File: src/rtl/clk_mon_pkg.sv
`default_nettype none
// ============================================================================
//  Module      : clk_mon_pkg
//  Description : Shared types and default constants for the clock period
//                monitor: FSM state encoding, default counter width and
//                default lock threshold.
//  Revision    : 1.0 - initial release
// ============================================================================
package clk_mon_pkg;

    // Monitor FSM states
    typedef enum logic [1:0] {
        ST_IDLE    = 2'd0,   // waiting for the first rising edge
        ST_MEASURE = 2'd1,   // first rise seen, timing the first full period
        ST_TRACK   = 2'd2,   // reference held, counting equal periods
        ST_LOCKED  = 2'd3    // LOCK_CNT consecutive equal periods observed
    } state_t;

    localparam int c_DEF_CNT_W    = 8;
    localparam int c_DEF_LOCK_CNT = 4;

endpackage : clk_mon_pkg
`default_nettype wire

File: src/rtl/edge_sync.sv
`default_nettype none
// ============================================================================
//  Module      : edge_sync
//  Description : Two-flop synchronizer for an asynchronous input, followed by
//                registered one-cycle rise and fall detectors. From an input
//                edge to the detect pulse is 3 clock cycles.
//  Ports       : clk      - clock
//                rst      - synchronous active-high reset
//                i_async  - asynchronous input
//                o_rise   - one-cycle pulse on a synchronized 0->1 transition
//                o_fall   - one-cycle pulse on a synchronized 1->0 transition
//  Revision    : 1.0 - initial release
// ============================================================================
module edge_sync (
    input  logic clk,
    input  logic rst,
    input  logic i_async,
    output logic o_rise,
    output logic o_fall
);

    logic r_meta;   // first synchronizer stage, may go metastable
    logic r_sync;   // second synchronizer stage, safe to use
    logic r_prev;   // previous synchronized value for edge detection

    always_ff @(posedge clk) begin
        if (rst) begin
            r_meta <= 1'b0;
            r_sync <= 1'b0;
            r_prev <= 1'b0;
            o_rise <= 1'b0;
            o_fall <= 1'b0;
        end else begin
            r_meta <= i_async;
            r_sync <= r_meta;
            r_prev <= r_sync;
            o_rise <= r_sync & ~r_prev;
            o_fall <= ~r_sync & r_prev;
        end
    end

endmodule : edge_sync
`default_nettype wire

File: src/rtl/clk_period_mon.sv
`default_nettype none
// ============================================================================
//  Module      : clk_period_mon
//  Description : Measures the period and high time of a slow (divided) clock
//                in units of clkin cycles, tracks period stability and flags
//                lock, period changes and missing edges.
//  Ports       : clkin        - single clock, all logic on its rising edge
//                rst          - synchronous active-high reset
//                slow_in      - clock under test, asynchronous to clkin
//                period       - last measured rise-to-rise interval
//                high_time    - cycles slow_in was high in that interval
//                period_valid - one-cycle pulse when period/high_time update
//                locked       - period stable for LOCK_CNT measurements
//                mismatch     - one-cycle pulse on a period change
//                timeout      - one-cycle pulse when the period counter
//                               saturates without a rising edge
//  Revision    : 1.0 - initial release
// ============================================================================
module clk_period_mon
    import clk_mon_pkg::*;
#(
    parameter int CNT_W    = c_DEF_CNT_W,
    parameter int LOCK_CNT = c_DEF_LOCK_CNT
) (
    input  logic             clkin,
    input  logic             rst,
    input  logic             slow_in,
    output logic [CNT_W-1:0] period,
    output logic [CNT_W-1:0] high_time,
    output logic             period_valid,
    output logic             locked,
    output logic             mismatch,
    output logic             timeout
);

    localparam int               c_MATCH_W = (LOCK_CNT < 2) ? 1 : $clog2(LOCK_CNT + 1);
    localparam logic [CNT_W-1:0] c_CNT_MAX = '1;

    logic                 w_rise;
    logic                 w_fall;
    logic                 w_hi_now;
    logic [c_MATCH_W-1:0] w_match_inc;

    state_t               r_state;
    logic                 r_hi;
    logic [CNT_W-1:0]     r_per_cnt;
    logic [CNT_W-1:0]     r_high_cnt;
    logic [CNT_W-1:0]     r_ref;
    logic [c_MATCH_W-1:0] r_match;

    edge_sync u_edge_sync (
        .clk     (clkin),
        .rst     (rst),
        .i_async (slow_in),
        .o_rise  (w_rise),
        .o_fall  (w_fall)
    );

    // Synchronized level, rebuilt from the edge pulses so it lines up with
    // them: it is already 1 in the rise cycle and already 0 in the fall cycle.
    assign w_hi_now    = w_rise | (r_hi & ~w_fall);
    assign w_match_inc = r_match + 1'b1;

    always_ff @(posedge clkin) begin
        if (rst) begin
            r_state      <= ST_IDLE;
            r_hi         <= 1'b0;
            r_per_cnt    <= '0;
            r_high_cnt   <= '0;
            r_ref        <= '0;
            r_match      <= '0;
            period       <= '0;
            high_time    <= '0;
            period_valid <= 1'b0;
            locked       <= 1'b0;
            mismatch     <= 1'b0;
            timeout      <= 1'b0;
        end else begin
            period_valid <= 1'b0;
            mismatch     <= 1'b0;
            timeout      <= 1'b0;
            r_hi         <= w_hi_now;

            case (r_state)
                ST_IDLE: begin
                    r_per_cnt  <= '0;
                    r_high_cnt <= '0;
                    if (w_rise) begin
                        // The rise cycle is the first cycle of the new period
                        // and is high, so both counters restart at 1.
                        r_per_cnt  <= CNT_W'(1);
                        r_high_cnt <= CNT_W'(1);
                        r_state    <= ST_MEASURE;
                    end
                end

                default: begin
                    if (w_rise) begin
                        period       <= r_per_cnt;
                        high_time    <= r_high_cnt;
                        period_valid <= 1'b1;
                        r_per_cnt    <= CNT_W'(1);
                        r_high_cnt   <= CNT_W'(1);

                        case (r_state)
                            ST_MEASURE: begin
                                r_ref   <= r_per_cnt;
                                r_match <= c_MATCH_W'(1);
                                if (LOCK_CNT <= 1) begin
                                    r_state <= ST_LOCKED;
                                    locked  <= 1'b1;
                                end else begin
                                    r_state <= ST_TRACK;
                                end
                            end

                            ST_TRACK: begin
                                if (r_per_cnt == r_ref) begin
                                    r_match <= w_match_inc;
                                    if (w_match_inc == c_MATCH_W'(LOCK_CNT)) begin
                                        r_state <= ST_LOCKED;
                                        locked  <= 1'b1;
                                    end
                                end else begin
                                    mismatch <= 1'b1;
                                    r_ref    <= r_per_cnt;
                                    r_match  <= c_MATCH_W'(1);
                                end
                            end

                            ST_LOCKED: begin
                                if (r_per_cnt != r_ref) begin
                                    mismatch <= 1'b1;
                                    locked   <= 1'b0;
                                    r_ref    <= r_per_cnt;
                                    r_match  <= c_MATCH_W'(1);
                                    r_state  <= ST_TRACK;
                                end
                            end

                            default: ;
                        endcase
                    end else if (r_per_cnt == c_CNT_MAX) begin
                        // No edge within the measurable range: give up and
                        // wait for a fresh first rise.
                        timeout    <= 1'b1;
                        locked     <= 1'b0;
                        r_state    <= ST_IDLE;
                        r_per_cnt  <= '0;
                        r_high_cnt <= '0;
                    end else begin
                        r_per_cnt <= r_per_cnt + 1'b1;
                        if (w_hi_now) begin
                            r_high_cnt <= r_high_cnt + 1'b1;
                        end
                    end
                end
            endcase
        end
    end

endmodule : clk_period_mon
`default_nettype wire

File: config.mk
export PLATFORM = sky130hd
export DESIGN_NAME = clk_period_mon
export DESIGN_NICKNAME = d
export VERILOG_FILES = /design/src/rtl/clk_mon_pkg.sv /design/src/rtl/edge_sync.sv /design/src/rtl/clk_period_mon.sv
export SDC_FILE = /design/constraint.sdc
export NUM_CORES = 1
export LEC_CHECK = 0
export ABC_AREA = 1
export CAP_MARGIN = 5
export CORE_AREA = 3 3 75 70
export CTS_BUF_LIST = sky130_fd_sc_hd__clkbuf_16
export CTS_CLUSTER_DIAMETER = 40
export DETAILED_ROUTE_END_ITERATION = 7
export DIE_AREA = 0 0 78 73
export PLACE_DENSITY = 0.76
export SLEW_MARGIN = 15
export SYNTH_ARGS = -nofsm -noshare
export SYNTH_HDL_FRONTEND = slang
export SYNTH_SLANG_ARGS = --single-unit
File: constraint.sdc
create_clock -name clkin -period 2 [get_ports clkin]
set_input_delay 0.4 -clock clkin [delete_from_list [all_inputs] [get_ports clkin]]
set_output_delay 0.4 -clock clkin [all_outputs]
set_load 0.02 [all_outputs]
==> metrics.txt, run 1 <==
outcome complete, no violations; total gr overflow 0; area delta synth->final 15.9%; final std cells w/o fill 412; leakage 1.13 nW; Initial Util 55.4%; final routed DRC violation total 0; register bit total from synthesis 55; setup TNS 0 ps; Vias/cell 5.17; global placement routability congestion 0.852; Max Clock Freq 563 MHz; CTS Hold Bufs 0; first drt pass iteration count 4; power per cell area 697 nW/um2; Sw Pwr 0.431 mW; crit-path cells inv_1 -> ha_1 -> nor2_4 -> inv_2 -> nor2_2 -> inv_2 -> nor2_2 -> inv_2 -> a311oi_1; total CTS buffers 5; Tmin final 1780 ps; period utilisation layout 88.8%; tightest hold margin 406 ps; Worst-Skew Late Latency 290 ps; Synth cell types 36; Crit Path Class register to register; worst r2r src r_state[1]; initial antenna violation count 0; via count 2,129; met3 usage 3.83%; CTS Root Buffer Type clkbuf_16; Layout Utilization 64.3%; CORE AREA 4490 um2; r2r endpoint r_high_cnt[3]; Hold Crit Start u_edge_sync.r_meta; number of routed nets with antenna violations 0; Die ar. 5690 um2; Async SR Flop Fraction 0%; WP data arrival 1980 ps; vias in the first global route 1,967; slew margin rel. 72.3%; Final Max Slew Viols 0; Yosys top cell by area dfxtp_1; Setup Slack @ Placement 229 ps; input/output buffers 22; Combinational Power Share 2.2%; total power draw 2.01 mW; Post-synth EDFFs 0; Syn Nets 338; layout net count 359; hold path depth 2; placed cell count 404; Bufs on Longest Clock Path 2; register share of total power 54.9%; Worst VDD drop 0.411 mV; Critical Path Max Stage Delay 440 ps; CP endpoint kind register; post-CTS sizing 0; most frequent cells in the layout dfxtp_1, nand2_1, nor2_1; critical path's slowest cell dfxtp_1; Clk network pwr share 43.0%; grt met2 use 32.4%; Slew @ Worst Pin 415 ps; Primary FF master, synth dfxtp_1; DP Area 2740 um2; Final Setup Violations 0; total of max-cap violations 0; pin count of the biggest net entering global routing 29; Startpoint Class register; setup ws final 225 ps; Die H 73 um; CTS Sinks 55; WL/cell 12.2 um; Detailed Route WL 5.04 mm; RSZ-0062 raised after global routing no; Syn Area/Cell 7.59 um2; worst reg2reg setup slack 220 ps; H-tree depth 2; io pins 23; detailed placement HPWL 3.59 mm; most common cell after layout, fill and taps aside dfxtp_1; sequential area share after synthesis 44.2%; Internal 1.58 mW; Synth Cell Area 2490 um2; setup clock skew after layout 5.38 ps; Die Width 78 um; GR peak layer met2; endpoints failing hold 0; CP dominant cell by count inv_2; Mapped Cells 328; Crit path required time 2200 ps; CTS tree yes; clock-pin slew on the worst setup and hold paths 70 ps; CP Max Fanout 11; Design Area, Final 2890 um2; Starting DRT DRC Count 135; ratio of cells with drive above 1 in the final layout 12.6%; reg2reg path depth 9; Row Count 23; Post-CTS Setup Inserts 0; min-delay worst type register to register; global routing usage on met1 24.4%; Yosys warnings 0; share of the synthesized area in the top cell type 44.2%; Endpoint, Worst Hold u_edge_sync.r_sync; sw frac 21.4%; first-pass GRT wire length 8.76 mm; GRT Total Usage 19.0%; ANT cells 0; most area-consuming cells after synthesis dfxtp_1, nand2_1, a21oi_1
==> power groups by stage <==
| stage | registers (mW) | clock network, mW | logic (mW) |
|---|---|---|---|
| after global placement | 1.13 | 0 | 0.0425 |
| after detailed placement | 1.13 | 0 | 0.0433 |
| after CTS | 1.10 | 0.880 | 0.0438 |
| after floorplan | 1.13 | 0 | 0.0313 |
| after global routing | 1.10 | 0.922 | 0.0492 |
| final | 1.10 | 0.864 | 0.0433 |
==> synthesized netlist by cell type (all sizes together) (2+ instances only) <==
cell / n
nand2: 59
dfxtp: 55
nor2: 47
inv: 40
a21oi: 36
o21ai: 32
nand3: 15
buf: 9
ha: 7
nand4: 6
nor3: 5
clkbuf: 4
xnor2: 3
a311oi: 2
xor2: 2
==> registers in the layout (all words and copies together) (netlist names) <==
| signal | cells |
|---|---|
| r_hi | 1 |
| high_time | 8 |
| locked | 1 |
| u_edge_sync.r_meta | 1 |
| period | 8 |
| mismatch | 1 |
| r_ref | 8 |
| r_high_cnt | 8 |
| r_state | 2 |
| period_valid | 1 |
| r_per_cnt | 8 |
| r_match | 3 |
| u_edge_sync.r_prev | 1 |
| u_edge_sync.o_rise | 1 |
| u_edge_sync.o_fall | 1 |
| u_edge_sync.r_sync | 1 |
| timeout | 1 |
==> per-layer routing <==
metal | wire length, um | part of all wire [%]
met1 | 2480 | 49
met2 | 2380 | 47
met3 | 123 | 2.4
met4 | 59 | 1.2
met5 | 0 | 0
==> logic make-up after synthesis <==
logic type	synth area share (%)
AOI/OAI and AO/OA	15.3
xor gates and xnor gates	2.06
adders and majority gates	3.52
buffers and inverters	9.50
DFF	44.2
and+or+nand+nor	25.3
==> worst max-delay path, delay by kind of cell, from the launching register on <==
kind	cells	cell delay [ps]
compound gates	1	240
fa+ha+maj	1	300
buf+inv	4	300
flops	1	440
simple gates	3	410
==> how the worst max path moves through the flow <==
| stage | start | to | depth (start not counted) |
|---|---|---|---|
| 2_1_floorplan | r_state[1] | r_high_cnt[3] | 11 |
| 3_3_place_gp | r_state[1] | r_high_cnt[7] | 9 |
| 3_5_place_dp | r_state[1] | r_high_cnt[7] | 9 |
| 4_1_cts | r_state[1] | r_high_cnt[7] | 9 |
| 5_1_grt | r_state[1] | r_high_cnt[7] | 9 |
| 6_report | r_state[1] | r_high_cnt[3] | 9 |
==> layout make-up <==
type / count / area (um2)
fill: 406 / 1600
multi-input combinational: 220 / 1150
sequential: 55 / 1100
timing repair buffer: 27 / 258
inverter: 40 / 153
clock buffer: 5 / 125
tap: 62 / 77.6
clock inverter: 3 / 20.0
No activity file was read; power rests on OpenSTA's default activity.
==> run 2, diff against run 1 <==
Settings changed: ABC_CLOCK_PERIOD_IN_PS set to 2000.
==> results of run 2 <==
Same layout as run 1: the final DEF is identical, and so are final timing and power.
